==> src/rtl/ammrv_arbiter2.sv <==
// ammrv_arbiter2: shares one Avalon-MM slave between two masters, one transaction outstanding at a time
module ammrv_arbiter2 #(
  parameter bit          ROUND_ROBIN = 1'b1,
  parameter int          TIMEOUT     = 0,
  parameter logic [31:0] ERR_DATA    = 32'hDEADBEEF
) (
  input  logic        clk,
  input  logic        reset_n,
  input  logic [31:0] s0_address,
  input  logic [3:0]  s0_byteenable,
  input  logic [31:0] s0_writedata,
  input  logic        s0_read,
  input  logic        s0_write,
  output logic        s0_waitrequest,
  output logic [31:0] s0_readdata,
  output logic        s0_readdatavalid,
  input  logic [31:0] s1_address,
  input  logic [3:0]  s1_byteenable,
  input  logic [31:0] s1_writedata,
  input  logic        s1_read,
  input  logic        s1_write,
  output logic        s1_waitrequest,
  output logic [31:0] s1_readdata,
  output logic        s1_readdatavalid,
  output logic [31:0] m_address,
  output logic [3:0]  m_byteenable,
  output logic [31:0] m_writedata,
  output logic        m_read,
  output logic        m_write,
  input  logic        m_waitrequest,
  input  logic [31:0] m_readdata,
  input  logic        m_readdatavalid,
  output logic        timeout
);
  localparam int TW = (TIMEOUT < 2) ? 1 : $clog2(TIMEOUT + 1);
  localparam logic [TW-1:0] TLAST = TW'((TIMEOUT > 0) ? TIMEOUT - 1 : 0);
  typedef enum logic [1:0] {IDLE, CMD, RDWAIT} state_t;
  state_t          state_q;
  logic            gnt_q, last_q;
  logic [TW-1:0]   tcnt_q;
  logic            req0, req1, win, g_read, g_write, in_cmd, in_rdw, acc, deliver, tmo;
  // arbitration decision, granted-master command mux and response qualification
  always_comb begin
    req0    = s0_read | s0_write;
    req1    = s1_read | s1_write;
    win     = (req0 && req1) ? (ROUND_ROBIN ? ~last_q : 1'b0) : req1;
    g_read  = gnt_q ? s1_read : s0_read;
    g_write = gnt_q ? s1_write : s0_write;
    in_cmd  = state_q == CMD;
    in_rdw  = state_q == RDWAIT;
    acc     = in_cmd && !m_waitrequest;
    deliver = (acc && g_read && m_readdatavalid) || (in_rdw && m_readdatavalid);
    tmo     = in_rdw && (TIMEOUT != 0) && (tcnt_q == TLAST) && !m_readdatavalid;
  end
  assign m_address        = gnt_q ? s1_address : s0_address;
  assign m_byteenable     = gnt_q ? s1_byteenable : s0_byteenable;
  assign m_writedata      = gnt_q ? s1_writedata : s0_writedata;
  assign m_read           = in_cmd && g_read;
  assign m_write          = in_cmd && g_write;
  assign s0_waitrequest   = (in_cmd && !gnt_q) ? m_waitrequest : 1'b1;
  assign s1_waitrequest   = (in_cmd && gnt_q) ? m_waitrequest : 1'b1;
  assign s0_readdatavalid = (deliver || tmo) && !gnt_q;
  assign s1_readdatavalid = (deliver || tmo) && gnt_q;
  assign s0_readdata      = (tmo && !gnt_q) ? ERR_DATA : m_readdata;
  assign s1_readdata      = (tmo && gnt_q) ? ERR_DATA : m_readdata;
  assign timeout          = tmo;
  // transaction FSM: grant in IDLE, hold through acceptance, then wait for read data or timeout
  always_ff @(posedge clk) begin
    if (!reset_n) begin
      state_q <= IDLE;
      gnt_q   <= 1'b0;
      last_q  <= 1'b1;
      tcnt_q  <= '0;
    end else if (state_q == IDLE) begin
      if (req0 || req1) begin
        gnt_q   <= win;
        state_q <= CMD;
      end
    end else if (state_q == CMD) begin
      if (acc) begin
        last_q  <= gnt_q;
        tcnt_q  <= '0;
        state_q <= (g_read && !m_readdatavalid) ? RDWAIT : IDLE;
      end
    end else if (state_q == RDWAIT) begin
      if (m_readdatavalid || tmo) state_q <= IDLE;
      else tcnt_q <= tcnt_q + 1'b1;
    end else begin
      state_q <= IDLE;
    end
  end
endmodule

==> config.mk <==
export PLATFORM = sky130hd
export DESIGN_NAME = ammrv_arbiter2
export DESIGN_NICKNAME = d
export VERILOG_FILES = /design/src/rtl/ammrv_arbiter2.sv
export SDC_FILE = /design/constraint.sdc
export NUM_CORES = 1
export LEC_CHECK = 0
export ABC_AREA = 0
export CAP_MARGIN = 10
export CORE_AREA = 2 2 123 125
export CTS_CLUSTER_DIAMETER = 50
export CTS_CLUSTER_SIZE = 10
export DETAILED_ROUTE_END_ITERATION = 6
export DIE_AREA = 0 0 125 127
export PLACE_DENSITY = 0.54
export SLEW_MARGIN = 15
export SYNTH_ARGS = -nofsm -noshare
export SYNTH_HDL_FRONTEND = slang
export SYNTH_SLANG_ARGS = --single-unit
==> constraint.sdc <==
create_clock -name clk -period 3.3 [get_ports clk]
set_input_delay 0.33 -clock clk [delete_from_list [all_inputs] [get_ports clk]]
set_output_delay 0.33 -clock clk [all_outputs]
set_load 0.01 [all_outputs]
==> results of run 1 <==
[worst paths after layout]
path,start,endpoint,depth (start not counted)
setup reg to reg,gnt_q,state_q[1],3
hold / removal,last_q,last_q,2
setup / recovery,s0_read,s0_readdatavalid,5
hold reg to reg,last_q,last_q,2
[state kept, by name, indices dropped and copies added, names as in the netlist]
register,cells
last_q,1
gnt_q,1
state_q,2
[cells by family (layout without fill, tap and decap cells)]
family / Yosys count / in the layout / synth area share (%)
flip-flops: 4 / 4 / 5.14
other: 1 / 1 / 0.241
AND/OR/NAND/NOR: 17 / 17 / 6.35
multiplexers: 70 / 70 / 50.4
buffers and inverters: 73 / 222 / 34.9
AO/OA/AOI/OAI: 7 / 7 / 2.97
[synth_stat cells]
cell type / instances
buf_4: 71
mux2_1: 58
mux2_2: 10
nor2_1: 6
dfxtp_1: 4
o21ai_0: 3
buf_2: 2
mux2i_1: 2
nand2_1: 2
nand2b_1: 2
nand3_1: 2
nor3b_2: 2
a21boi_1: 1
and3b_1: 1
conb_1: 1
nor4_1: 1
o211ai_1: 1
o31a_1: 1
o31ai_1: 1
or3_1: 1
[per-stage QoR]
stage	total power, mW	utilization, %	instance area [um^2]
3_3_place_gp	0.551	23.9	3440
3_5_place_dp	0.552	23.9	3440
6_report	0.741	24.4	3520
4_1_cts	0.751	24.4	3520
2_1_floorplan	0.294	-	1560
5_1_grt	0.781	24.4	3520
[cell type report]
class / instances / area, um^2 / area share, %
clock buffer: 4 / 78.8 / 2.24
timing repair buffer: 218 / 2190 / 62.3
sequential: 4 / 83.8 / 2.38
tap: 184 / 230 / 6.54
multi-input combinational: 95 / 935 / 26.6
[routing by layer]
| layer | vias to the layer above | GRT usage (%) |
|---|---|---|
| met1 | 785 | 9.78 |
| met5 | - | 0 |
| li1 | 829 | - |
| met3 | 16 | 1.88 |
| met2 | 115 | 15.1 |
| met4 | 0 | 1.96 |
[critical path, delay by kind of cell]
kind / cells / cell delay, ns
buffers and inverters: 2 / 1.07
AND/OR/NAND/NOR: 1 / 0.16
multiplexers: 1 / 0.14
AO/OA/AOI/OAI: 1 / 0.36
[layout by cell type (no fill, tap or decap), types with 3 or more instances in the layout]
master and count:
mux2_2 10, dfxtp_1 3, clkdlybuf4s50_1 217, mux2_1 58, nor2_1 6, clkbuf_16 3, o21ai_0 3
[report_power, final]
group / internal [mW] / total [mW] / leakage, nW / switching, mW
logic: 0.337 / 0.485 / 1.17 / 0.148
clock network: 0.159 / 0.193 / 0.0382 / 0.0334
registers: 0.0521 / 0.0635 / 0.0336 / 0.0114
==> impl_metrics.tcl, run 1 <==
set metrics [dict create \
    fill_cells 1528 \
    dp_hpwl_mm 6.00 \
    dpl.cell_count 501 \
    die_w_um 125 \
    worstPathArrival_ns 2.07 \
    synth_nets 348 \
    status "finished clean" \
    layout.nets 498 \
    pre_cts_slack_ns 0.881 \
    tns_ns 0 \
    cp_common_cell "clkdlybuf4s50_1" \
    ant_nets 0 \
    clkTransAtPathRegs_ns 0.03 \
    synth_seq_cells 4 \
    fin_crit_sh_pct 72.6 \
    m1WireLength_mm 2.88 \
    numPortBuffers 217 \
    start_util_pct 10.8 \
    cpPeakStageDelay_ns 0.55 \
    ioPinCount 315 \
    grt_pass1_wl_mm 10.7 \
    cts_buffer_depth 2 \
    antennaDiodeCount 0 \
    finalHoldViolCount 0 \
    synthCells 172 \
    powerDensity_nw_per_um2 211 \
    die_area_um2 15900 \
    wl_met2_mm 3.48 \
    p_leak_nw 1.24 \
    highest_layer "met4" \
    cp_cell_sequence "clkdlybuf4s50_1 -> mux2i_1 -> o31a_1 -> nor3b_2 -> clkdlybuf4s50_1" \
    finClkSkew_ns 0.00213 \
    clock_latency_ns 0.22 \
    drive_gt1_share_pct 5.30 \
    finalSetupViolations 0 \
    vias 1745 \
    rrSetupSlack_ns 1.96 \
    rows 44 \
    synth_largest_area_cell "mux2_1" \
    place.gp.congestion 0.743 \
    htree_num_levels 1 \
    netlist_area_um2 1560 \
    max_freq_ghz 0.417 \
    yosysSeqAreaShare_pct 5.14 \
    ys_top_cells_by_area "mux2_1 42%, buf_4 34%, mux2_2 7.2%" \
    vias_per_cell 3.46 \
    wl_met3_um 587 \
    slowest_stage "clkdlybuf4s50_1" \
    worst_ir_drop_vdd_mv 0.174 \
    antenna_found_initial 0 \
    avgSynthCellArea_um2 9.06 \
    overflow 0 \
    cts_hold_buf 0 \
    root_buffer "clkbuf_16" \
    drtPass1Iterations 2 \
    clock_sinks 4 \
    grt_usage_pct 8.25 \
    wl_per_cell_um 13.9 \
    finalWorstSetupSlack_ns 0.904 \
    cts_tree "yes" \
    timing.hold.ws_ns 0.515 \
    period_needed_ns 2.40 \
    grt_max_degree 55 \
    hp-class "reg -> reg" \
    area_delta_synth_final_pct 126 \
    ys_warn_count 0 \
    post_cts_resized 0 \
    path_class "in -> out" \
    worstPathRequired_ns 2.97 \
    grt_pass1_vias 1909 \
    cts_buffers 3 \
    rsz0062_at_grt "false" \
    fin_cells 505 \
    crit_fanout 4 \
    cts_setup_buffers 0 \
    fp.dieH_um 127 \
    final_max_slew_viol_count 0 \
    drc 0 \
    core_area_um2 14400 \
    synth_cell_types 20 \
    drv_cap 0 \
    endpoint_kind "output pin" \
    drt_wl_total_mm 7.02 \
    critPathLaunchType "input port" \
    yosys.area.top_type_share_pct 41.9 \
    drtIter0Drc 23 \
]
No activity file was read; power rests on OpenSTA's default activity.
==> run 2: changes to the inputs <==
Settings changed: CORE_AREA 2 2 123 125 to 2 2 121 123, DIE_AREA 0 0 125 127 to 0 0 123 125, PLACE_DENSITY 0.54 to 0.57.
Clock period 3.3 ns to 2 ns, I/O delays scaled along.
==> run 2 against run 1 <==
Net effect:
- the run now ends with setup timing left
- sequential power rose by 48%
- non-clock buffer count rose by 5
- worst hold slack got worse by 0.11 ns
- setup slack got worse by 0.92 ns
- critical endpoint is now m_writedata[8]
- largest power group unchanged
==> impl_metrics.tcl, run 2 (same netlist as run 1, synthesis figures left out) <==
set metrics [dict create \
    ioPinCount 315 \
    violations "setup timing" \
    finalSetupViolations 1 \
    final_max_slew_viol_count 0 \
    combPwrFrac_pct 66.5 \
    critPathLaunchType "flip-flop" \
    drt_wl_total_mm 7.25 \
    numPortBuffers 217 \
    cts_buffer_depth 2 \
    drtIter0Drc 18 \
    path_class "reg -> out" \
    rows 44 \
    grt_pass1_wl_mm 9.96 \
    grt_max_degree 55 \
    max_freq_ghz 0.496 \
    drc 0 \
    htree_num_levels 1 \
    worstPathRequired_ns 1.80 \
    finClkSkew_ns 0.00348 \
    cts_setup_buffers 0 \
    cts_hold_buf 0 \
    p_int_mw 0.908 \
    switching_share_pct 26.2 \
    root_buffer "clkbuf_16" \
    clock_sinks 4 \
    grt_usage_pct 8.35 \
    start_util_pct 11.0 \
    cts_buffers 3 \
    antenna_found_initial 0 \
    finalWorstSetupSlack_ns -0.0146 \
    largest_register_ffs 2 \
    area_delta_synth_final_pct 133 \
    endpoint_kind "output pin" \
    clkPwrFrac_pct 25.8 \
    fp.dieH_um 125 \
    final_cell_mix "190 x clkdlybuf4s50_1, 54 x mux2_1, 25 x dlymetal6s2s_1, 13 x mux2_2, 6 x nor2_1" \
    vias_per_cell 3.47 \
    dp_hpwl_mm 6.20 \
    cts_tree "yes" \
    reg.largest.list "state_q (2), gnt_q (1), last_q (1)" \
    wl_per_cell_um 14.2 \
    drtPass1Iterations 3 \
    place.gp.congestion 0.831 \
    rsz0062_at_grt "true" \
    top_register "state_q" \
    finalHoldViolCount 0 \
    fin_cells 510 \
    ant_nets 0 \
    die_area_um2 15400 \
    grt_pass1_vias 1813 \
    crit_fanout 54 \
    antennaDiodeCount 0 \
    p_leak_nw 1.51 \
    period_needed_ns 2.01 \
    powerDensity_nw_per_um2 338 \
    layout.nets 503 \
    timing.hold.ws_ns 0.400 \
    fill_cells 1520 \
    drv_cap 0 \
    fin_crit_sh_pct 101 \
    clkTransAtPathRegs_ns 0.03 \
    power_switching_mw 0.322 \
    hp-class "in -> out" \
    core_area_um2 14200 \
    dpl.cell_count 506 \
    die_w_um 123 \
    drive_gt1_share_pct 8.28 \
    seqPwrFrac_pct 7.6 \
    worstPathArrival_ns 1.81 \
    layout_commonest_cell "clkdlybuf4s50_1" \
    clock_latency_ns 0.22 \
    worst_ir_drop_vdd_mv 0.261 \
    vias 1771 \
    status "complete, but fails checks" \
    overflow 0 \
]
[run 2: routing by layer]
layer / wire length, um / global-route usage (%) / vias to the layer above
li1: - / - / 839
met4: 119 / 2.01 / 0
met1: 2810 / 9.98 / 810
met2: 3650 / 14.8 / 105
met3: 664 / 2.14 / 17
met5: 0 / 0 / -
[run 2: power groups by stage]
stage               registers [mW]  clock network, mW  logic (mW)
finish                      0.0938              0.318       0.819
detailed placement          0.0939                  0       0.831
global route                0.0950              0.332       0.872
CTS                         0.0937              0.325       0.841
floorplan                   0.0913                  0       0.393
global placement            0.0935                  0       0.825
[run 2: path summary, 6_finish.rpt]
kind,from,endpoint,slack [ns],depth (start not counted)
worst max-delay path,gnt_q,m_writedata[8],-0.01,3
worst min-delay path,m_readdata[3],s0_readdata[3],0.40,0
worst max register to register,state_q[1],state_q[1],0.82,3
worst min register to register,last_q,last_q,0.51,2
[run 2: per-stage QoR]
step / cell area, um^2 / setup WS [ns] / util (%) / TNS, ns / power, mW
3_3_place_gp: 3480 / -0.136 / 24.5 / -0.220 / 0.919
3_5_place_dp: 3480 / -0.139 / 24.5 / -0.245 / 0.925
2_1_floorplan: 1560 / 0.721 / - / 0 / 0.485
6_report: 3640 / -0.0146 / 25.6 / -0.0146 / 1.23
4_1_cts: 3570 / -0.00917 / 25.1 / -0.0179 / 1.26
5_1_grt: 3640 / -0.0557 / 25.6 / -0.166 / 1.30
[run 2: worst max-delay path: stages, from the launching register on]
cell and delay, ns:
dfxtp_4 0.38, buf_16 0.26, mux2_2 0.41, clkdlybuf4s50_1 0.49
[run 2: cell type report]
cell class | count | area [um^2] | share of cell area (%)
Multi-Input combinational cell | 95 | 942 | 25.9
Clock buffer | 4 | 78.8 | 2.17
Timing Repair Buffer | 223 | 2300 | 63.3
Sequential cell | 4 | 83.8 | 2.31
Tap cell | 184 | 230 | 6.33
[run 2: repair_timing]
item                                    4_1_cts  5_1_grt
hold endpoints to repair                      0        0
pin swaps                                     1        0
gates resized for setup                       8       27
endpoints found under the setup margin        6       46
==> run 3: changes to the inputs <==
Settings changed: SLEW_MARGIN 15 to 20.
==> results of run 3 <==
Final layout, timing and power as in run 2 (identical DEF).
